**src/rtl/imem_stream_loader_pkg.sv**
```systemverilog
// Shared types for the instruction-memory stream loader: FSM state encoding
// and word-packing constants.
package imem_stream_loader_pkg;

    typedef enum logic [2:0] {
        IDLE  = 3'd0,
        LOAD  = 3'd1,
        WRITE = 3'd2,
        RUN   = 3'd3,
        ERR   = 3'd4
    } loader_state_t;

    localparam int BYTES_PER_WORD = 4;
    localparam int CNT_W          = $clog2(BYTES_PER_WORD);

endpackage

```
**src/rtl/imem_stream_loader_byte_packer.sv**
```systemverilog
// Packs stream bytes MSB-first into a 32-bit word; byte 0 lands in [31:24].
// Unfilled low bytes stay zero because the buffer is cleared between words.
module byte_packer
    import imem_stream_loader_pkg::*;
(
    input  logic             clk,
    input  logic             rst,
    input  logic             clr_i,
    input  logic             shift_i,
    input  logic [7:0]       data_i,
    input  logic             last_i,
    output logic [31:0]      word_o,
    output logic [CNT_W-1:0] cnt_o,
    output logic             last_o
);

    logic [31:0]      word_q, word_d;
    logic [CNT_W-1:0] cnt_q, cnt_d;
    logic             last_q, last_d;

    always_comb begin
        word_d = word_q;
        cnt_d  = cnt_q;
        last_d = last_q;
        if (clr_i) begin
            word_d = '0;
            cnt_d  = '0;
            last_d = 1'b0;
        end else if (shift_i) begin
            // The byte counter selects the lane, so a short final word keeps zeros below.
            case (cnt_q)
                2'd0:    word_d[31:24] = data_i;
                2'd1:    word_d[23:16] = data_i;
                2'd2:    word_d[15:8]  = data_i;
                default: word_d[7:0]   = data_i;
            endcase
            cnt_d  = cnt_q + CNT_W'(1);
            last_d = last_q | last_i;
        end
    end

    always_ff @(posedge clk) begin
        if (rst) begin
            word_q <= '0;
            cnt_q  <= '0;
            last_q <= 1'b0;
        end else begin
            word_q <= word_d;
            cnt_q  <= cnt_d;
            last_q <= last_d;
        end
    end

    assign word_o = word_q;
    assign cnt_o  = cnt_q;
    assign last_o = last_q;

endmodule

```
**src/rtl/imem_stream_loader.sv**
```systemverilog
// Boot loader: packs a byte stream into big-endian words, writes them to
// instruction memory, then enables the CPU until halted.
module imem_stream_loader
    import imem_stream_loader_pkg::*;
#(
    parameter int ADDR_W = 9,
    parameter int DATA_W = 32
) (
    input  logic              clk,
    input  logic              rst,
    input  logic              load_start,
    input  logic              s_valid,
    output logic              s_ready,
    input  logic [7:0]        s_data,
    input  logic              s_last,
    input  logic              halt,
    output logic [31:0]       addr_ext,
    output logic              wen_ext,
    output logic              ren_ext,
    output logic [DATA_W-1:0] wdata_ext,
    output logic              cpu_enable,
    output logic              done,
    output logic              error,
    output logic [ADDR_W:0]   words_loaded,
    output loader_state_t     dbg_state_o
);

    // Stream handshake: a byte transfers on a rising edge where s_valid and
    // s_ready are both high; s_ready is a pure decode of state (high in LOAD only).
    localparam logic [ADDR_W:0] WORDS_MAX = {1'b1, {ADDR_W{1'b0}}};

    loader_state_t     state_q, state_d;
    logic [ADDR_W-1:0] word_idx_q, word_idx_d;
    logic [ADDR_W:0]   words_q, words_d;
    logic [31:0]       addr_hold_q, addr_hold_d;
    logic [DATA_W-1:0] data_hold_q, data_hold_d;

    logic              pk_clr, pk_shift, pk_last;
    logic [31:0]       pk_word;
    logic [CNT_W-1:0]  pk_cnt;
    logic              byte_ends_word;
    logic [31:0]       wr_addr;

    byte_packer u_packer (
        .clk     (clk),
        .rst     (rst),
        .clr_i   (pk_clr),
        .shift_i (pk_shift),
        .data_i  (s_data),
        .last_i  (s_last),
        .word_o  (pk_word),
        .cnt_o   (pk_cnt),
        .last_o  (pk_last)
    );

    assign wr_addr        = 32'({word_idx_q, 2'b00});
    assign byte_ends_word = s_last || (pk_cnt == CNT_W'(BYTES_PER_WORD - 1));

    always_comb begin
        state_d     = state_q;
        word_idx_d  = word_idx_q;
        words_d     = words_q;
        addr_hold_d = addr_hold_q;
        data_hold_d = data_hold_q;
        pk_clr      = 1'b0;
        pk_shift    = 1'b0;
        case (state_q)
            IDLE, ERR: begin
                if (load_start) begin
                    pk_clr     = 1'b1;
                    word_idx_d = '0;
                    words_d    = '0;
                    state_d    = LOAD;
                end
            end
            LOAD: begin
                pk_shift = s_valid;
                if (s_valid && byte_ends_word) begin
                    state_d = WRITE;
                end
            end
            WRITE: begin
                pk_clr      = 1'b1;
                word_idx_d  = word_idx_q + 1'b1;
                words_d     = (words_q == WORDS_MAX) ? words_q : words_q + 1'b1;
                addr_hold_d = wr_addr;
                data_hold_d = pk_word;
                // A final word that exactly fills memory still counts as a good image.
                if (pk_last) begin
                    state_d = RUN;
                end else if (&word_idx_q) begin
                    state_d = ERR;
                end else begin
                    state_d = LOAD;
                end
            end
            RUN: begin
                if (halt) begin
                    state_d = IDLE;
                end
            end
            default: state_d = IDLE;
        endcase
    end

    always_ff @(posedge clk) begin
        if (rst) begin
            state_q     <= IDLE;
            word_idx_q  <= '0;
            words_q     <= '0;
            addr_hold_q <= '0;
            data_hold_q <= '0;
        end else begin
            state_q     <= state_d;
            word_idx_q  <= word_idx_d;
            words_q     <= words_d;
            addr_hold_q <= addr_hold_d;
            data_hold_q <= data_hold_d;
        end
    end

    // Address/data show the live word during WRITE and the last written word otherwise.
    assign wen_ext      = (state_q == WRITE);
    assign ren_ext      = 1'b0;
    assign addr_ext     = wen_ext ? wr_addr : addr_hold_q;
    assign wdata_ext    = wen_ext ? pk_word : data_hold_q;
    assign s_ready      = (state_q == LOAD);
    assign cpu_enable   = (state_q == RUN);
    assign done         = (state_q == RUN);
    assign error        = (state_q == ERR);
    assign words_loaded = words_q;
    assign dbg_state_o  = state_q;

endmodule

```
**config.mk**
```make
export PLATFORM = sky130hd
export DESIGN_NAME = imem_stream_loader
export DESIGN_NICKNAME = d
export VERILOG_FILES = /design/src/rtl/imem_stream_loader_pkg.sv /design/src/rtl/imem_stream_loader_byte_packer.sv /design/src/rtl/imem_stream_loader.sv
export SDC_FILE = /design/constraint.sdc
export NUM_CORES = 1
export LEC_CHECK = 0
export CAP_MARGIN = 40
export CORE_ASPECT_RATIO = 0.8
export CORE_MARGIN = 2
export CORE_UTILIZATION = 42
export CTS_BUF_LIST = sky130_fd_sc_hd__clkbuf_4
export CTS_CLUSTER_DIAMETER = 200
export DETAILED_ROUTE_END_ITERATION = 8
export PLACE_DENSITY = 0.7
export SYNTH_ARGS = -nofsm -noshare
export SYNTH_HDL_FRONTEND = slang
export SYNTH_SLANG_ARGS = --single-unit
```
**constraint.sdc**
```tcl
create_clock -name clk -period 2.3 [get_ports clk]
set_clock_uncertainty 0.15 [all_clocks]
set_input_delay 0.46 -clock clk [delete_from_list [all_inputs] [get_ports clk]]
set_output_delay 0.46 -clock clk [all_outputs]
set_load 0.05 [all_outputs]
```
**Word level (Yosys, flattened, before mapping)**

Index checks and enable logic that the tools add are counted.

- Bits in registers: 121
- Output and inout bits: 83
- Word-level logic and storage cells: 60

- Add/subtract/negate cells: 3
- Equality and inequality tests: 12
- Mux-type cells: 16
- Bitwise logic cells: 2
- Reduce and logical (&&, ||, !) cells: 16

Operator list:

| operator | count |
|---|---|
| 32-bit two-way mux | 2 |
| 10-bit two-way mux | 2 |
| 10-bit case mux with 2 select lines | 1 |
| 9-bit case mux with 2 select lines | 1 |
| 3-bit two-way mux | 5 |
| 3-bit case mux with 4 select lines | 1 |
| 10-bit by 1-bit adder with 10-bit output (second input constant) | 1 |
| 10-bit equality test (second input constant) | 1 |
| 2-bit AND reduction | 5 |
| 9-bit by 1-bit adder with 9-bit output (second input constant) | 1 |
| 9-bit two-way mux | 1 |
| 9-bit AND reduction | 1 |
| 3-bit by 2-bit equality test with 1-bit output (second input constant) | 2 |
| 2-bit inequality test (second input constant) | 3 |
| 3-bit AND reduction | 2 |
| 2-bit equality test (second input constant) | 2 |
| 2-bit OR reduction | 2 |
| 3-bit by 1-bit equality test with 1-bit output (second input constant) | 1 |
| 3-bit equality test (second input constant) | 1 |
| 3-bit zero test | 1 |
| 3-bit OR reduction | 1 |
| 2-bit by 1-bit adder with 2-bit output (second input constant) | 1 |
| 2-bit by 1-bit equality test with 1-bit output (second input constant) | 1 |
| 2-bit zero test | 1 |
| 8 further kinds | 9 |

**Logic depth before layout (Yosys ltp)**

- Word-level depth: 5
- Mapped depth: 9
- Depth with buffers taken out: 9

**Hierarchy**

Synthesis repeated with hierarchy kept, for this count alone.

- Cells, all modules: 611
- Area, all modules: 5200.0 sq um

By module, submodules not included:

| module | instances | cells each | area an instance (sq um) | seq. area each (sq um) |
|---|---|---|---|---|
| imem_stream_loader | 1 | 448 | 3608.5 | 1721.7 |
| byte_packer | 1 | 163 | 1591.5 | 700.7 |

**Least setup slack after synthesis**

OpenSTA, ideal clock, no wires.

- Kind: reg2out
- Start point: register state_q[1], in the netlist dbg_state_o[1]
- End point: output addr_ext[8]
- Arrival: 2.526 ns
- Required time: 1.690 ns
- Path slack: -0.836 ns
- Cell stages (with the launch flop): 5
- Buffers on the path: 2
- Cell sequence: dfxtp_1 or3b_1 buf_4 clkbuf_1 o21ai_0

- Cells in the longest elaborated chain, start to end: 2

Ends and longest elaborated chain:

| what | RTL line | source |
|---|---|---|
| start, declared | imem_stream_loader.sv:32 | `loader_state_t state_q, state_d;` |
| start signal, assigned | imem_stream_loader.sv:114 | `state_q <= state_d;` |
| 3-bit by 2-bit equality test with 1-bit output | imem_stream_loader.sv:123 | `assign wen_ext = (state_q == WRITE);` |
| 32-bit two-way mux | n/a |  |
| end, declared | imem_stream_loader.sv:17 | `output logic [31:0] addr_ext,` |

No other way between the ends.

**Worst setup path after layout**

- Start point: register state_q[2], in the netlist dbg_state_o[2]
- End point: output wdata_ext[30]

- Cells in the longest elaborated chain, start to end: 2

Ends and longest elaborated chain:

| what | RTL line | source |
|---|---|---|
| 3-bit by 2-bit equality test with 1-bit output | imem_stream_loader.sv:123 |  |
| 32-bit two-way mux | n/a |  |
| end, declared | imem_stream_loader.sv:20 | `output logic [DATA_W-1:0] wdata_ext,` |

No other way between the ends.

==> key figures <==
Clock network
  – Total clock buffers created by CTS: 17
  – Maximum buffer depth of the clock tree: 2
  – Number of H-tree branching levels: 4
  – Root cell of the clock tree: sky130_fd_sc_hd__clkbuf_4
  – Later-pin clock latency in the skew report: 0.52 ns
  – Hold buffers post-CTS: 0
  – Setup repair bufs after CTS: 0
  – Sink Count: 121
  – Clock tree from TritonCTS: done
  – Clock slew at the register clock pins of the worst setup and hold paths: 0.12 ns

Final layout
  – Antenna cell count: 0
  – Cell area after layout: 0.00719 mm^2
  – Layout overhead on the synthesized area: 44.1%
  – Final standard cell utilization of the core: 62.2%
  – Total number of nets in the final design: 644
  – Ratio of cells with drive above 1 in the final layout: 30.6%

Synthesis
  – Synthesized area per cell: 9.45 um^2
  – Syn_nets: 550
  – Share of cell area taken by muxes after synthesis: 9.88%
  – Most instantiated flip-flop cell in the synthesis netlist: sky130_fd_sc_hd__dfxtp_1
  – Share of flip-flops with an asynchronous set or reset: 0%
  – Cells after synthesis: 528
  – Dominant combinational cell family by area after synthesis: simple AND/OR/NAND/NOR gates
  – Simple-gate share of the synthesized area: 25.3%
  – Post-synthesis compound-gate area fraction: 9.20%
  – Netlist cell types: 47
  – Synth Register Bits: 121
  – Count of flip-flops with a built-in enable after synthesis: 0
  – Count of yosys warnings during synthesis: 0
  – Portion of the post-synthesis area used by sequential elements: 48.6%
  – Share of synthesized cell area in full adder, half adder and majority cells: 2.01%
  – Post-synthesis xor/xnor area fraction: 0.176%
  – Post-Synthesis Cell Area: 0.00499 mm^2

Worst hold path
  – WHS Path Cells: 4
  – Class of the tightest hold or removal check: in2reg
  – Hold-critical path endpoint: words_loaded[0]
  – Hold path start: rst

Run status
  – Violations in the final reports: setup timing
  – Outcome: complete, but fails checks

Routing
  – Wire length reported by the detailed router: 11.9 mm
  – Length of the first detailed-routing pass in iterations: 5
  – Vias: 4042
  – Initial DRC count: 295
  – Routed wirelength normalized by instance count: 15.2 um
  – Total DRC errors in the routed layout: 0
  – Ratio of routed vias to standard cells: 5.16
  – Antenna viol nets, final: 0

Die
  – Floorplan Core Area: 0.0116 mm^2
  – Row count: 35
  – Top-level port count: 97
  – Die outline height: 101 um
  – Die Span X: 126 um
  – Initial cell density of the core: 43.1%
  – Die Area: 0.0128 mm^2

Setup path
  – Arrival time reported for the critical path endpoint: 2.02 ns
  – Endpoint of the lowest-slack register-to-register path: dbg_state_o[0]
  – Cell at the slowest stage of the critical path: sky130_fd_sc_hd__or3b_4
  – Startpoint types: flip-flop
  – Largest fanout on the critical path: 26
  – Reg-to-Reg Start: word_idx_q[0]
  – Startpoint-to-endpoint class of the critical path: reg2out
  – Reg-to-reg setup timing slack: 0.21 ns
  – Buffers & Inverters on Critical Path: 2
  – Crit. End Element: primary output
  – Worst path most repeated cell: sky130_fd_sc_hd__buf_12
  – Cell class contributing the biggest share of worst-path delay: simple AND/OR/NAND/NOR gates
  – CP Cell Sequence: or3b_4 > buf_12 > mux2_2 > buf_12
  – CP max stage delay: 0.47 ns
  – Required time at the worst-slack endpoint: 1.69 ns
  – Worst-case reg-to-reg path depth: 9

STA
  – Number of setup violations in the final report: 65
  – Fin crit share: 114%
  – Count of endpoints failing hold in the final timing report: 0
  – Post-layout minimum cycle time: 2.63 ns
  – Worst slew pin tran: 0.795 ns
  – RSZ-0062 raised after global routing: true
  – Maximum clock rate: 381 MHz
  – Slew headroom: 46.3%
  – Total Neg Setup Slack: -16.19 ns
  – Setup ws final: -0.327 ns
  – Count of pins over their slew limit: 0

Global route
  – Global-route total usage across every layer: 19.1%
  – Routing usage on met2: 29.7%
  – GR Layer Usage met3: 7.77%
  – First-pass GRT wire length: 19.6 mm
  – Total gr overflow: 0
  – Met1 GRT Util: 25.0%
  – Number of global-route vias before repair: 3925
  – Antenna violations before repair: 0
  – Top Usage Layer GRT: met2
  – Pin count of the biggest net entering global routing: 47

Pwr
  – VDD IR-drop max: 435 uV
  – Leak Pwr: 0.00278 uW
  – Power per cell area: 581 mW/mm^2
  – Power, Total: 4170 uW

Placed design
  – Number of input and output port buffers inserted: 95
  – Estimated wirelength of the detail-placed design: 8.07 mm
  – GP Congestion: 0.826
  – Post-detailed-placement cell area: 0.00676 mm^2
  – Place WS: 0.0206 ns

Flow run
  – Max-cap violations: 0
[final cells by class]
cell class | instances | area, um^2
clock inverter | 15 | 223
fill | 937 | 4370
sequential | 121 | 2420
timing repair buffer | 113 | 1790
inverter | 7 | 26.3
clock buffer | 17 | 128
multi-input combinational | 362 | 2410
tap | 148 | 185
[cells by family after synthesis]
family                     Yosys count
AOI/OAI and AO/OA                   75
xor gates and xnor gates             1
adders and majority gates            8
buffers and inverters               45
DFF                                121
muxes                               44
other                                1
and+or+nand+nor                    233
[per-layer routing]
layer | up-vias | share of wire [%]
li1 | 1973 | -
met1 | 1914 | 45
met2 | 141 | 45
met3 | 14 | 8.4
met4 | 0 | 1.1
met5 | - | 0
[stage by stage]
stage	hold WS, ns	std cells
after floorplan	0.284	528
after global placement	0.291	750
after detailed placement	0.299	750
after CTS	0.217	783
after global routing	0.259	783
final	0.264	783
[cells in the mapped netlist (2+ instances only)]
library cell                count  area (um^2)
sky130_fd_sc_hd__and2_1        25          156
sky130_fd_sc_hd__inv_1          6         22.5
sky130_fd_sc_hd__o31ai_1        4         30.0
sky130_fd_sc_hd__a21oi_1       40          200
sky130_fd_sc_hd__nor3b_1        3         22.5
sky130_fd_sc_hd__mux2_1        21          236
sky130_fd_sc_hd__o21a_1         3         22.5
sky130_fd_sc_hd__a211oi_1       4         30.0
sky130_fd_sc_hd__nor3_1         6         30.0
sky130_fd_sc_hd__and3_1         2         12.5
sky130_fd_sc_hd__a21o_1         2         15.0
sky130_fd_sc_hd__nor2b_1       70          438
sky130_fd_sc_hd__mux2_2        21          236
sky130_fd_sc_hd__nand2_1       47          176
sky130_fd_sc_hd__ha_1           8          100
sky130_fd_sc_hd__dfxtp_1      121         2420
sky130_fd_sc_hd__a22oi_1        3         22.5
sky130_fd_sc_hd__o2bb2ai_1      2         17.5
sky130_fd_sc_hd__clkbuf_1      23         86.3
sky130_fd_sc_hd__nor4_1         3         18.8
sky130_fd_sc_hd__buf_4          3         22.5
sky130_fd_sc_hd__o21ai_0        9         45.0
sky130_fd_sc_hd__nand3_1       40          200
sky130_fd_sc_hd__nor4b_1        2         17.5
sky130_fd_sc_hd__nor2_1        19         71.3
sky130_fd_sc_hd__buf_6          7         78.8
sky130_fd_sc_hd__buf_2          5         25.0
sky130_fd_sc_hd__mux2i_1        2         20.0
sky130_fd_sc_hd__nand2b_1       7         43.8
sky130_fd_sc_hd__nand3b_1       2         15.0
sky130_fd_sc_hd__a31oi_1        2         12.5
[state kept, by name (all words and copies together), names as in the netlist]
signal	count
u_packer.cnt_o	2
addr_hold_q	32
word_idx_q	9
u_packer.last_o	1
u_packer.word_o	32
words_loaded	10
dbg_state_o	3
data_hold_q	32
[worst reg2reg max path, stage by stage (launching register included)]
cell and delay (ns):
sky130_fd_sc_hd__dfxtp_1 0.43, sky130_fd_sc_hd__ha_1 0.25, sky130_fd_sc_hd__nand2_1 0.07, sky130_fd_sc_hd__nor2_1 0.16
sky130_fd_sc_hd__and3_1 0.19, sky130_fd_sc_hd__ha_1 0.16, sky130_fd_sc_hd__nor2b_1 0.19, sky130_fd_sc_hd__a2bb2oi_1 0.17
sky130_fd_sc_hd__o22a_1 0.15, sky130_fd_sc_hd__nor3_1 0.05
[how the worst max path moves through the flow]
stage                         startpoint              end  slack, ns  cells past startpoint
after floorplan           dbg_state_o[2]      addr_ext[8]      -0.01                      4
after global placement        load_start  words_loaded[4]       0.04                      5
after detailed placement      load_start  words_loaded[4]       0.02                      5
after CTS                 dbg_state_o[1]      addr_ext[6]      -0.36                      4
after global routing      dbg_state_o[2]    wdata_ext[30]      -0.40                      4
final                     dbg_state_o[2]    wdata_ext[30]      -0.33                      4
[cell usage in the layout, fill, tap and decap left out, types with 16 or more instances in the layout]
cell type	instances
sky130_fd_sc_hd__buf_12	70
sky130_fd_sc_hd__and2_4	19
sky130_fd_sc_hd__nand3_1	40
sky130_fd_sc_hd__dfxtp_1	119
sky130_fd_sc_hd__nor2b_1	70
sky130_fd_sc_hd__mux2_2	42
sky130_fd_sc_hd__nand2_1	47
sky130_fd_sc_hd__buf_4	16
sky130_fd_sc_hd__clkbuf_4	17
sky130_fd_sc_hd__nor2_1	19
sky130_fd_sc_hd__a21oi_1	40
[power by group]
part           switching (uW)  leakage [uW]  internal [uW]
registers                6.88      0.000976           2100
logic                     154       0.00164           84.7
clock network             849      0.000170            975
[repair_timing]
item | 4_1_cts | 5_1_grt
gates resized for setup | 34 | 2
cloned | 1 | 0
endpoints found under the setup margin | 77 | 65
Note: power is estimated with default switching activity, not from simulation.
